==> config.mk <==
export PLATFORM = sky130hd
export DESIGN_NAME = mano_program_loader
export DESIGN_NICKNAME = d
export VERILOG_FILES = /design/src/rtl/mano_program_loader_pkg.sv /design/src/rtl/mano_program_loader_checksum.sv /design/src/rtl/mano_program_loader.sv
export SDC_FILE = /design/constraint.sdc
export NUM_CORES = 1
export LEC_CHECK = 0
export ABC_CLOCK_PERIOD_IN_PS = 2200
export CAP_MARGIN = 20
export CORE_MARGIN = 2
export CORE_UTILIZATION = 50
export DETAILED_ROUTE_END_ITERATION = 6
export PLACE_DENSITY = 0.86
export SLEW_MARGIN = 20
export SYNTH_ARGS = -nofsm -noshare
export SYNTH_HDL_FRONTEND = slang
export SYNTH_SLANG_ARGS = --single-unit
==> constraint.sdc <==
create_clock -name master_clock -period 2.2 [get_ports master_clock]
set_clock_uncertainty 0.2 [all_clocks]
set_input_delay 0.44 -clock master_clock [delete_from_list [all_inputs] [get_ports master_clock]]
set_output_delay 0.44 -clock master_clock [all_outputs]
set_load 0.05 [all_outputs]
==> src/rtl/mano_program_loader_pkg.sv <==
// mano_program_loader_pkg: shared state encoding, header length and size defaults for the program loader.
package mano_program_loader_pkg;
  typedef enum logic [3:0] {
    IDLE, ADDR_H, ADDR_L, CNT_H, CNT_L, DATA_H, DATA_L, WRITE, CHECK, DONE, ERROR
  } state_t;
  localparam int HDR_LEN = 4;
  localparam int N_M_DEF = 12;
  localparam int N_L_DEF = 16;
endpackage

==> src/rtl/mano_program_loader_checksum.sv <==
// loader_checksum: running XOR of payload bytes, cleared at the start of each load.
module loader_checksum (
  input  logic       clk,
  input  logic       rst,
  input  logic       clr_i,
  input  logic       en_i,
  input  logic [7:0] data_i,
  output logic [7:0] sum_o
);
  logic [7:0] sum_q;
  always_ff @(posedge clk or posedge rst)
    if (rst) sum_q <= '0;
    else if (clr_i) sum_q <= '0;
    else if (en_i) sum_q <= sum_q ^ data_i;
  assign sum_o = sum_q;
endmodule

==> src/rtl/mano_program_loader.sv <==
// mano_program_loader: parses an addr/count/payload/checksum byte stream and writes words into SRAM
// while holding the CPU off; status outputs are decoded straight from the state so CLR acts at once.
module mano_program_loader
  import mano_program_loader_pkg::*;
#(
  parameter int N_M = N_M_DEF,
  parameter int N_L = N_L_DEF
) (
  input  logic           master_clock,
  input  logic           CLR,
  input  logic           start,
  input  logic           byte_valid,
  input  logic [7:0]     byte_data,
  output logic           byte_ready,
  output logic [N_M-1:0] mem_address,
  output logic [N_L-1:0] mem_data,
  output logic           mem_write,
  output logic           cpu_hold,
  output logic           load_done,
  output logic           load_error,
  output logic [N_M-1:0] words_loaded
);
  state_t         state_q, state_d;
  logic [N_M-1:0] addr_q, addr_d, cnt_q, cnt_d, words_q, words_d;
  logic [N_L-1:0] data_q, data_d;
  logic [7:0]     hi_q, hi_d, sum;
  logic           acc, sum_clr, sum_en;
  assign byte_ready   = state_q inside {ADDR_H, ADDR_L, CNT_H, CNT_L, DATA_H, DATA_L, CHECK};
  assign acc          = byte_valid && byte_ready;
  assign sum_en       = acc && (state_q == DATA_H || state_q == DATA_L);
  assign mem_write    = state_q == WRITE;
  assign cpu_hold     = !(state_q inside {IDLE, DONE});
  assign load_done    = state_q == DONE;
  assign load_error   = state_q == ERROR;
  assign mem_address  = addr_q;
  assign mem_data     = data_q;
  assign words_loaded = words_q;
  loader_checksum u_sum (
    .clk(master_clock), .rst(CLR), .clr_i(sum_clr), .en_i(sum_en), .data_i(byte_data), .sum_o(sum)
  );
  always_ff @(posedge master_clock or posedge CLR)
    if (CLR) begin
      state_q <= IDLE;
      addr_q  <= '0;
      cnt_q   <= '0;
      words_q <= '0;
      data_q  <= '0;
      hi_q    <= '0;
    end else begin
      state_q <= state_d;
      addr_q  <= addr_d;
      cnt_q   <= cnt_d;
      words_q <= words_d;
      data_q  <= data_d;
      hi_q    <= hi_d;
    end
  always_comb begin
    state_d = state_q;
    addr_d  = addr_q;
    cnt_d   = cnt_q;
    words_d = words_q;
    data_d  = data_q;
    hi_d    = hi_q;
    sum_clr = 1'b0;
    case (state_q)
      IDLE, DONE, ERROR: if (start) begin
        state_d = ADDR_H;
        words_d = '0;
        sum_clr = 1'b1;
      end
      ADDR_H: if (acc) begin
        hi_d    = byte_data;
        state_d = ADDR_L;
      end
      ADDR_L: if (acc) begin
        addr_d  = N_M'({hi_q[3:0], byte_data});
        state_d = CNT_H;
      end
      CNT_H: if (acc) begin
        hi_d    = byte_data;
        state_d = CNT_L;
      end
      CNT_L: if (acc) begin
        cnt_d   = N_M'({hi_q[3:0], byte_data});
        state_d = ({hi_q[3:0], byte_data} == 12'd0) ? ERROR : DATA_H;
      end
      DATA_H: if (acc) begin
        hi_d    = byte_data;
        state_d = DATA_L;
      end
      DATA_L: if (acc) begin
        data_d  = N_L'({hi_q, byte_data});
        state_d = WRITE;
      end
      WRITE: begin
        addr_d  = addr_q + 1'b1;
        words_d = words_q + 1'b1;
        state_d = (words_d == cnt_q) ? CHECK : DATA_H;
      end
      CHECK: if (acc) state_d = (byte_data == sum) ? DONE : ERROR;
      default: state_d = IDLE;
    endcase
  end
endmodule

# Word level (Yosys, flattened, before mapping)
# Cells that the tools add are included.
classes:
  reduce_logical: 19
  shift: 0
  n_eq_ne: 20
  bitwise_logic: 1
  multipliers: 0
  div_mod_pow: 0
  magnitude_cmp: 0
  addsub: 2
  n_mux: 20
ops:
  columns: ["op", "n"]
  rows:
  - ["$pmux W12 S2", 2]
  - ["$mux W4", 10]
  - ["$pmux W4 S9", 1]
  - ["$add A12 B1 Y12 const B", 2]
  - ["$mux W12", 2]
  - ["$eq A4 B3 Y1 const B", 4]
  - ["$mux W8", 2]
  - ["$ne A2 B2 Y1 const B", 8]
  - ["$eq A12 B12 Y1", 1]
  - ["$eq A4 B4 Y1 const B", 3]
  - ["$logic_not A12 Y1", 1]
  - ["$reduce_and A2 Y1", 5]
  - ["$eq A4 B2 Y1 const B", 2]
  - ["$eq A8 B8 Y1", 1]
  - ["$reduce_and A8 Y1", 1]
  - ["$reduce_bool A2 Y1", 4]
  - ["$xor A8 B8 Y8", 1]
  - ["$reduce_bool A7 Y1", 1]
  - ["$reduce_or A3 Y1", 2]
  - ["$eq A4 B1 Y1 const B", 1]
  - ["$logic_not A4 Y1", 1]
  - ["$logic_and A1 B1 Y1", 2]
  - ["$mux W1", 2]
  - ["$mux W2", 1]
  - ["other kinds (2)", 2]
totals:
  reg_bits: 72
  n_memories: 0
  elab_cells: 69
  in_bits: 12
  mem_bits_rw: 0
  out_inout_bits: 45
  latchBits: 0
  mem_bits_ro: 0

# Depth between registers and ports, before layout
# Gate-level depths: netlist (run 1).
logic_depth:
  word_depth: 6
  ltp_mapped: 8
  ltp_nobuf: 7

# Cells and area by module
# A second synthesis (run 1) with hierarchy kept.
unflattened:
  hier_cells: 414
  hier_area_um2: 4140.2
modules_own_cells:
  columns: ["module", "cells_per_inst", "area_each_um2", "instances"]
  rows:
  - ["mano_program_loader", 378, 3729.8, 1]
  - ["loader_checksum", 36, 410.4, 1]

# Worst setup path before layout (run 1)
# No wires, ideal clock.
synth_path:
  path_kind: "register to output"
  start: "reg state_q[1]"
  end: "out byte_ready"
  stages_incl_launch_ff: 6
  t_required_ns: 1.560
  slack_ns: -0.569
  arrival_time_ns: 2.129
  path_cell_list: "dfrtp_1 buf_2 buf_1 nand2_1 nand2_1 a221oi_1"
synth_via:
  elab_chain_cells: 2
synth_rtl:
  columns: ["item", "line", "source"]
  rows:
  - ["start, declared", "mano_program_loader.sv:23", "state_t state_q, state_d;"]
  - ["start signal, assigned", "mano_program_loader.sv:50", "state_q <= state_d;"]
  - ["$eq A4 B1 Y1 (tied with other cells)", "mano_program_loader.sv:28", "assign byte_ready = state_q inside {ADDR_H, ADDR_L, CNT_H, CNT_L, DATA_H, DATA_L, CHECK};"]
  - ["$reduce_bool A7 Y1 (*)", "mano_program_loader.sv:28", null]
  - ["end, declared", "mano_program_loader.sv:14", "output logic byte_ready,"]
# Every way passes the cells marked *; elsewhere a longest branch is shown, timed or not.

# Worst setup path after layout (run 1)
layout_path:
  start: "reg state_q[0]"
  end: "out byte_ready"
# The elaborated chain is that of the path after synthesis.

==> metrics.yaml, run 1 <==
logic_synthesis:
  synth.top_cell.area_share: 0.4409
  ys_warn_count: 0
  ys_ff_latch: 72
  yosysSeqAreaShare: 0.4409
  syn_inst: 415
  async_flop_share: 1.000
  synth_edf_count: 0
  netlist_top_cells_area: "dfrtp_1 (44%), mux2_2 (9.9%), nor2_1 (4.3%)"
  synth_common_cells: "dfrtp_1 (72), nor2_1 (47), nand2_1 (41)"
  synthFlopType: "dfrtp_1"
  synth.most_common_cell: "dfrtp_1"
  synth_top_cell_by_area: "dfrtp_1"
  synth_nets: 429
  yosys.cell_types.count: 67
  avgSynthCellArea_um2: 9.847
  syn-cell-area_um2: 4086
timing:
  fmax_mhz: 454.4
  setup_viol: 1
  hold_violations: 0
  worst_slew_margin_rel: 0.6603
  post-route-period-util: 1.000
  layout_setup_ws_ns: -0.0007512
  slew_viol_final: 0
  fin_crit_ns: 2.201
  worst_pin_slew_ns: 0.5088
critical_path:
  critPathLaunchType: "flip-flop"
  crit_required_ns: 1.56
  crit_path_end_kind: "output pin"
  worst-r2r-setup-slack_ns: 0.08
  crit_type: "flip-flop to output pin"
  cp_max_fo: 5
  cp_data_arrival_time_ns: 1.56
final_layout:
  drive_gt1_frac: 0.3719
  areaGrowthSynthToFinish_pct: 35.06
  layout.nets: 536
  diodes: 0
  seqCellArea_um2: 1812
  multi_input_area_um2: 2217
  final_area_um2: 5519
  fillCellCount: 546
floorplanning:
  die_h_um: 94.41
  die_width_um: 94.41
  pin_count: 57
  die_area_um2: 8912
  start_util: 0.5234
  core_area_um2: 7807
  rows: 32
global_routing:
  grt_overflow: 0
  antenna_found_initial: 0
  grt_util_all_layers: 0.2531
  grt_first_pass_wirelength_um: 17440
  grt_max_degree: 40
  grt_pass1_vias: 3558
clock_tree:
  insertion_delay_ns: 0.36
  cts_tree: "done"
  cts_hold_buf: 0
  cts-root-buf: "clkbuf_8"
  path_clk_slew_ns: 0.08
  cts_buffers: 9
  clockBufferDepth: 2
  clock-sinks: 72
  htreeDepth: 3
power_and_ir_drop:
  p_per_area_nw_per_um2: 1526
  irDropWorstVdd_mv: 1.148
  power.leakage_nw: 2.444
placement:
  placed_cell_area_um2: 4996
  gp_congestion: 0.8920
  port_buffers: 56
  hpwl_um: 7700
  dpl_worst_slack_ns: -0.1886
flow_run:
  drv_cap: 0
hold_path:
  min_path_type: "input port to async pin"
route:
  wl_per_cell_um: 18.00
  vias: 3744
  via_per_inst: 5.952
  first_pass_iters: 5
  drt_iter0_markers: 292
  drcViolationCount: 0
  detail-route-antenna-nets: 0
  routed_wl_um: 11320
status:
  violations: "setup timing"
  status: "finished, violations left"
==> per-layer routing <==
layer / routed length (um) / global-route usage
met1: 4658 / 0.3326
met2: 5541 / 0.4137
met3: 791 / 0.04629
met4: 329 / 0.1075
met5: 0 / 0
==> where the power goes <==
group,total (W),internal (W),switching [W]
logic,0.00487,0.00210,0.00276
registers,0.00246,0.00188,0.000581
clock network,0.00109,0.000533,0.000559
total,0.00842,0.00452,0.00390
==> placed cells by master, fill, tap and decap left out, drive strengths merged, types with 3 or more instances in the layout <==
master / count
nand2b: 6
clkinv: 4
mux2: 37
clkbuf: 9
o21ai: 32
inv: 7
a21o: 7
nand3: 14
xor2: 16
o22ai: 8
xnor2: 12
and3: 6
dfrtp: 72
and4: 4
o31ai: 3
nand2: 41
or2: 4
a31oi: 4
nor4: 6
clkdlybuf4s50: 24
a21oi: 20
and2: 3
nand4: 5
dlymetal6s2s: 4
buf: 92
nor2: 50
==> final timing paths <==
kind / startpoint / cells past startpoint / end
worst max-delay path: state_q[0] / 5 / byte_ready
worst min-delay path: CLR / 2 / mem_data[10]
worst max register to register: words_loaded[1] / 7 / state_q[2]
worst min register to register: hi_q[4] / 1 / mem_data[12]
max in group asynchronous: CLR / 3 / words_loaded[0]
min in group master_clock: hi_q[4] / 1 / mem_data[12]
==> worst max-delay path: stages (launching register included) <==
cell and delay (ns):
dfrtp_2 0.48, nor2_4 0.15, buf_6 0.13, nor2_2 0.05
a221oi_4 0.22, buf_12 0.17
==> cells by family after synthesis <==
kind of cell	synth area share
fa+ha+maj	0.006123
xor+xnor	0.06185
flops	0.4409
buf+inv	0.04868
compound gates	0.1571
mux	0.1053
simple gates	0.1800
==> area by class of cell <==
type,instances,share of cell area
Multi-Input combinational cell,310,0.4017
Tap cell,102,0.02312
Sequential cell,72,0.3283
Inverter,7,0.006801
Clock buffer,9,0.02244
Clock inverter,7,0.01406
Timing Repair Buffer,122,0.2036
==> registers in the layout, indices dropped and copies added, names as in the netlist <==
register,cells
mem_data,16
state_q,4
words_loaded,12
hi_q,8
u_sum.sum_o,8
mem_address,12
cnt_q,12
==> per-stage QoR <==
step	cells	util	hold WS, ns	TNS (ns)	power [W]
CTS	616	0.6822	0.2150	-0.0002068	0.008108
finish	629	0.7069	0.2165	-0.0007512	0.008421
global route	629	0.7069	0.2569	-0.08268	0.008818
floorplan	415	-	0.2736	-0.1395	0.005393
global placement	592	0.6399	0.2834	-0.2246	0.006658
detailed placement	592	0.6399	0.2893	-0.7294	0.006794
==> what timing repair did <==
item	CTS	global route
gates resized for setup	23	22
buffers inserted	8	13
setup endpoints to repair	8	19
pin swaps	3	11
No activity file was read; power rests on OpenSTA's default activity.
==> run 2: changes to the inputs <==
--- a/config.mk
+++ b/config.mk
@@ -5,12 +5,13 @@
 export SDC_FILE = /design/constraint.sdc
 export NUM_CORES = 1
 export LEC_CHECK = 0
-export ABC_CLOCK_PERIOD_IN_PS = 2200
+export ABC_CLOCK_PERIOD_IN_PS = 2600
 export CAP_MARGIN = 20
 export CORE_MARGIN = 2
-export CORE_UTILIZATION = 50
+export CORE_UTILIZATION = 59
 export DETAILED_ROUTE_END_ITERATION = 6
-export PLACE_DENSITY = 0.86
+export PLACE_DENSITY = 0.94
+export RECOVER_POWER = 25
 export SLEW_MARGIN = 20
 export SYNTH_ARGS = -nofsm -noshare
 export SYNTH_HDL_FRONTEND = slang
==> constraint.sdc (replaced) <==
create_clock -name master_clock -period 2.6 [get_ports master_clock]
set_clock_uncertainty 0.2 [all_clocks]
set_input_delay 0.52 -clock master_clock [delete_from_list [all_inputs] [get_ports master_clock]]
set_output_delay 0.52 -clock master_clock [all_outputs]
set_load 0.05 [all_outputs]
==> run 2 against run 1 <==
The run now ends clean. Critical path type unchanged. Combinational power decreased by 26%. Total power decreased by 21%. Setup slack improved by 0.11 ns. Critical path depth decreased by 1. First-iteration DRC count increased by 76%. Via count decreased by 1.6%. Sequential share of layout area increased by 3.2 points. Count of clock-buffer cells in the layout unchanged. Clock power decreased by 15%. Routed wire length about the same. Cell area decreased by 9.4%.
==> metrics.yaml, run 2 (synthesis results as in run 1) <==
route:
  vias: 3684  # was 3,744
  wl_per_cell_um: 20.14  # was 18.00 um
  detail-route-antenna-nets: 0  # unchanged
  drcViolationCount: 0  # unchanged
  via_per_inst: 6.555  # was 5.952
  first_pass_iters: 5  # unchanged
  drt_iter0_markers: 515  # was 292
  routed_wl_um: 11320  # about the same
critical_path:
  cp.buffers_inverters: 2  # unchanged
  cpMaxStageDelayCell: "dfrtp_2"  # unchanged
  cpLargestDelayFamily: "flip-flops"  # unchanged
  crit_path_end_kind: "output pin"  # unchanged
  crit_required_ns: 1.88  # was 1.56 ns
  r2r_start: "words_loaded[0]"  # was words_loaded[1]
  rr_worst_depth: 7  # unchanged
  worst_path_largest_cell_delay_ns: 0.54  # was 0.48 ns
  cp_max_fo: 14  # was 5
  r2r-end: "state_q[2]"  # unchanged
  critPathLaunchType: "flip-flop"  # unchanged
  worst-r2r-setup-slack_ns: 0.20  # was 0.08 ns
  cp_data_arrival_time_ns: 1.77  # was 1.56 ns
  crit_type: "flip-flop to output pin"  # unchanged
  worstPathCellList: "and2b_2, nand3_2, inv_2, buf_12"  # was nor2_4, buf_6, nor2_2, a221oi_4, buf_12
placement:
  hpwl_um: 7553  # was 7700 um
  port_buffers: 56  # unchanged
  gp_congestion: 0.9396  # was 0.8920
  placedCellCount: 546  # was 592
global_routing:
  grt_pass1_vias: 3682  # was 3,558
  grt_first_pass_wirelength_um: 18350  # was 17,440 um
  grt_max_degree: 30  # was 40
  gr-max-usage-layer: "met2"  # unchanged
  grtUsageMet1: 0.3955  # was 0.3326
  use_met3: 0.06445  # was 0.04629
  grt_util_all_layers: 0.3149  # was 0.2531
  grt_overflow: 0  # unchanged
  antenna_found_initial: 0  # unchanged
  use_met2: 0.5094  # was 0.4137
timing:
  setup_viol: 0  # was 1
  setup_tns_ns: 0  # was -0.0007512 ns
  fmax_mhz: 400.9
  post-route-period-util: 0.9593
  hold_violations: 0  # unchanged
  grt_setup_unrepaired: "false"
  fin_crit_ns: 2.494
  slew_viol_final: 0  # unchanged
  worst_pin_slew_ns: 1.313  # was 0.5088 ns
  worst_slew_margin_rel: 0.1250  # was 0.6603
final_layout:
  largest_reg_flops: 16  # unchanged
  drive_gt1_frac: 0.2137  # was 0.3719
  areaGrowthSynthToFinish_pct: 22.35  # was 35.06%
  fillCellCount: 434  # was 546
  diodes: 0  # unchanged
  multi_input_area_um2: 2097  # was 2217 um2
  mostFrequentLayoutCell: "dfrtp_1"  # was buf_4
  final_cell_mix: "dfrtp_1 (71), clkdlybuf4s50_1 (49), nor2_1 (47)"  # was buf_4 (76), dfrtp_1 (64), nor2_1 (43)
  layout.nets: 491  # was 536
  seqCellArea_um2: 1803  # was 1812 um2
  final_util: 0.7400  # was 0.7069
  stdcell_count: 562  # was 629
power_and_ir_drop:
  p_total_w: 0.006651  # was 0.008421 W
  clkPwrFrac: 0.139  # was 0.130
  p_per_area_nw_per_um2: 1330  # was 1526 nW/um2
  power.leakage_nw: 2.140  # was 2.444 nW
  irDropWorstVdd_mv: 1.043  # was 1.148 mV
  swShare: 0.4798  # was 0.4634
  pwr-share-comb: 0.541  # was 0.578
  power.switching_w: 0.003191  # was 0.003903 W
  intPower_w: 0.003460  # was 0.004519 W
  seq_power_share: 0.321  # was 0.292
floorplanning:
  rows: 30  # was 32
  pin_count: 57  # unchanged
  die_width_um: 87.23  # was 94.41 um
  die_h_um: 87.23  # was 94.41 um
  die_area_um2: 7608  # was 8912 um2
  start_util: 0.6048  # was 0.5234
  core_area_um2: 6756  # was 7807 um2
clock_tree:
  cts_buffers: 9  # unchanged
  htreeDepth: 3  # unchanged
  cts-root-buf: "clkbuf_8"  # unchanged
  insertion_delay_ns: 0.36  # about the same
  clock-sinks: 72  # unchanged
  cts_hold_buf: 0  # unchanged
  path_clk_slew_ns: 0.09  # was 0.08 ns
  cts_resized: 0  # was 23
  cts_tree: "done"  # unchanged
  cts_setup_buffers: 0  # was 8
  clockBufferDepth: 2  # unchanged
status:
  status: "finished, final reports clean"  # was finished, violations left
hold_path:
  min_path_type: "input port to async pin"  # unchanged
flow_run:
  drv_cap: 0  # unchanged
-- run 2: cell count changes in the layout (fill, tap and decap cells not counted), sizes merged --
cell           change
buf               -68
clkdlybuf4s50     +25
dlymetal6s2s       -3
dlygate4sd2        -2
inv                +2
clkbuf             +1
clkinv             -1
clkinvlp           -1
dlygate4sd3        +1
dlymetal6s4s       +1
-- run 2: worst max path at each step --
stage | startpoint | to | slack [ns] | cells after the start
2_1_floorplan | CLR | cnt_q[0] | 0.06 | 1
3_3_place_gp | byte_data[7] | state_q[3] | 0.21 | 7
3_5_place_dp | byte_data[3] | state_q[1] | 0.08 | 7
4_1_cts | state_q[3] | load_done | 0.03 | 3
5_1_grt | state_q[0] | byte_ready | 0.03 | 4
6_report | state_q[3] | mem_write | 0.11 | 4
-- run 2: per-layer routing --
layer  part of all wire  vias up  routed length [um]
met5                  0        -                   0
met4              0.040        0                 454
met3              0.093       62                1053
met2               0.49      287                5514
met1               0.38     1736                4297
li1                   -     1599                   -
-- run 2: metrics by stage --
stage	setup slack [ns]	hold WS (ns)	area, um2
after global placement	0.2119	0.2843	4806
after global routing	0.03337	0.2792	5000
after detailed placement	0.08169	0.2904	4806
final	0.1058	0.2642	5000
after CTS	0.02866	0.1311	5007
after floorplan	0.05508	0.2736	4098
-- run 2: power by group through the flow --
stage	clock, W	combinational (W)	sequential [W]
floorplan	0	0.00182	0.00272
global placement	0	0.00338	0.00209
detailed placement	0	0.00350	0.00212
CTS	0.000922	0.00357	0.00211
global route	0.000965	0.00380	0.00218
finish	0.000922	0.00359	0.00213
-- run 2: layout make-up --
cell class                      count  share of cell area
Clock buffer                        9             0.02477
Clock inverter                      7             0.01552
Inverter                            7            0.005255
Multi-Input combinational cell    310              0.4194
Sequential cell                    72              0.3606
Tap cell                           80             0.02002
Timing Repair Buffer               77              0.1544
==> run 3: changes to the inputs <==
--- a/config.mk
+++ b/config.mk
@@ -5,12 +5,13 @@
 export SDC_FILE = /design/constraint.sdc
 export NUM_CORES = 1
 export LEC_CHECK = 0
-export ABC_CLOCK_PERIOD_IN_PS = 2600
+export ABC_CLOCK_PERIOD_IN_PS = 2350
 export CAP_MARGIN = 20
 export CORE_MARGIN = 2
-export CORE_UTILIZATION = 59
+export CORE_UTILIZATION = 55
+export CTS_CLUSTER_DIAMETER = 40
 export DETAILED_ROUTE_END_ITERATION = 6
-export PLACE_DENSITY = 0.94
+export PLACE_DENSITY = 0.89
 export RECOVER_POWER = 25
 export SLEW_MARGIN = 20
 export SYNTH_ARGS = -nofsm -noshare
==> constraint.sdc (replaced) <==
create_clock -name master_clock -period 2.35 [get_ports master_clock]
set_clock_uncertainty 0.2 [all_clocks]
set_input_delay 0.47 -clock master_clock [delete_from_list [all_inputs] [get_ports master_clock]]
set_output_delay 0.47 -clock master_clock [all_outputs]
set_load 0.05 [all_outputs]
==> run 3 against run 2 <==
Clock power up 7.9%. Non-clock buffer count up 12. Global-route usage down 3.4 points. Count of clock-buffer cells in the layout unchanged. Total power up 11%. Routed wire length down 1.4%. Critical path depth up 1. Largest cell class unchanged. Setup slack worse by 0.091 ns. First-iteration DRC count down 33%. Critical path type unchanged. Cell area up 2.8%. Sequential power up 9.9%.
==> metrics.yaml, run 3 (synthesis results as in run 1) <==
clock_tree:
  cts-root-buf: "clkbuf_8"  # unchanged
  htreeDepth: 3  # unchanged
  clock-sinks: 72  # unchanged
  clockBufferDepth: 2  # unchanged
  insertion_delay_ns: 0.35  # was 0.36 ns
  cts_tree: "done"  # unchanged
  path_clk_slew_ns: 0.08  # was 0.09 ns
  cts_hold_buf: 0  # unchanged
  cts_buffers: 9  # unchanged
final_layout:
  largest_reg_flops: 16  # unchanged
  diodes: 0  # unchanged
  final_util: 0.7121  # was 0.7400
  fillCellCount: 503  # was 434
  mostFrequentLayoutCell: "dfrtp_1"  # unchanged
  layout.nets: 503  # was 491
  drive_gt1_frac: 0.2672  # was 0.2137
  areaGrowthSynthToFinish_pct: 25.72  # was 22.35%
  final_cell_mix: "dfrtp_1 (66), nor2_1 (46), nand2_1 (41)"  # was dfrtp_1 (71), clkdlybuf4s50_1 (49), nor2_1 (47)
  stdcell_count: 593  # was 562
timing:
  layout_setup_ws_ns: 0.01447  # was 0.1058 ns
  fin_crit_ns: 2.336
  worst_slew_margin_rel: 0.4723  # was 0.1250
  setup_viol: 0  # unchanged
  fmax_mhz: 428.2
  grt_setup_unrepaired: "true"  # was false
  setup_tns_ns: 0  # unchanged
  hold_violations: 0  # unchanged
  worst_pin_slew_ns: 0.7872  # was 1.313 ns
  slew_viol_final: 0  # unchanged
  post-route-period-util: 0.9938
  finalHoldWorstSlack_ns: 0.3103  # was 0.2642 ns
placement:
  placedCellCount: 575  # was 546
  dpl_worst_slack_ns: -0.06569  # was 0.08169 ns
  gp_congestion: 0.9224  # was 0.9396
  hpwl_um: 7775  # was 7553 um
  port_buffers: 56  # unchanged
route:
  drt_iter0_markers: 343  # was 515
  via_per_inst: 6.148  # was 6.555
  detail-route-antenna-nets: 0  # unchanged
  drcViolationCount: 0  # unchanged
  routed_wl_um: 11160  # was 11,320 um
  wl_per_cell_um: 18.81  # was 20.14 um
  vias: 3646  # was 3,684
  first_pass_iters: 7  # was 5
global_routing:
  gr-max-usage-layer: "met2"  # unchanged
  grt_pass1_vias: 3669  # was 3,682
  use_met3: 0.06454  # was 0.06445
  grt_util_all_layers: 0.2814  # was 0.3149
  antenna_found_initial: 0  # unchanged
  grt_overflow: 0  # unchanged
  use_met2: 0.4649  # was 0.5094
  grt_first_pass_wirelength_um: 18170  # was 18,350 um
  grt_max_degree: 28  # was 30
  grtUsageMet1: 0.3490  # was 0.3955
hold_path:
  min_path_type: "flip-flop to flip-flop"  # was input port to async pin
  min_path_cells: 1
  hp-start: "mem_data[10]"
  min_to: "mem_data[10]"
power_and_ir_drop:
  power.leakage_nw: 2.250  # was 2.140 nW
  p_per_area_nw_per_um2: 1443  # was 1330 nW/um2
  irDropWorstVdd_mv: 0.9605  # was 1.043 mV
critical_path:
  worst-r2r-setup-slack_ns: 0.12  # was 0.20 ns
  crit_path_end_kind: "output pin"  # unchanged
  critPathLaunchType: "flip-flop"  # unchanged
  crit_required_ns: 1.68  # was 1.88 ns
  cp_max_fo: 9  # was 14
  crit_type: "flip-flop to output pin"  # unchanged
  cp_data_arrival_time_ns: 1.67  # was 1.77 ns
  r2r_start: "words_loaded[1]"  # was words_loaded[0]
  r2r-end: "state_q[2]"  # unchanged
  rr_worst_depth: 7  # unchanged
floorplanning:
  die_h_um: 90.20  # was 87.23 um
  start_util: 0.5664  # was 0.6048
  die_area_um2: 8135  # was 7608 um2
  rows: 31  # was 30
  die_width_um: 90.20  # was 87.23 um
  core_area_um2: 7214  # was 6756 um2
  pin_count: 57  # unchanged
flow_run:
  drv_cap: 0  # unchanged
status:
  status: "finished, final reports clean"  # unchanged
## run 3: where the power goes
part	switching [W]	leakage (nW)	internal (W)
clock	0.000505	0.0916	0.000490
sequential	0.000587	0.869	0.00176
combinational	0.00243	1.29	0.00164
total	0.00352	2.25	0.00389
## run 3: critical path, stage by stage, from the launching register on
cell      delay, ns
dfrtp_2        0.46
buf_4          0.19
inv_2          0.10
nand2_1        0.07
a221oi_2       0.31
buf_12         0.18
## run 3: worst max-delay path by stage
stage | from | end | slack (ns) | depth (start not counted)
after floorplan | state_q[1] | byte_ready | -0.007 | 5
after global placement | byte_data[7] | state_q[3] | 0.02 | 7
after detailed placement | byte_data[1] | state_q[3] | -0.07 | 7
after CTS | mem_address[0] | mem_address[0] | 0.002 | 1
after global routing | state_q[0] | byte_ready | -0.03 | 5
final | state_q[3] | byte_ready | 0.01 | 5
## run 3: stage by stage
stage | cell area (um2) | total power (W)
final | 5137 | 0.007411
after global routing | 5137 | 0.007760
after detailed placement | 4913 | 0.006250
after floorplan | 4104 | 0.005030
after CTS | 5127 | 0.007312
after global placement | 4913 | 0.006078
## run 3: routing by layer
metal | wire, um | vias to the layer above
met5 | 0 | -
met4 | 363 | 0
met3 | 844 | 39
met2 | 5568 | 221
met1 | 4379 | 1767
li1 | - | 1619
## run 3: area by class of cell
cell class	instances	area, um2	area share
multi-input combinational	310	2117	0.4121
timing repair buffer	89	862.1	0.1678
sequential	72	1809	0.3522
clock buffer	9	123.9	0.02411
clock inverter	7	71.32	0.01388
inverter	7	30.03	0.005845
tap	99	123.9	0.02411
## run 3: what timing repair did
item                       CTS  global route
resized for setup            6            13
setup endpoints to repair    5            20
buffers inserted             2             0
pin swaps                    1             1
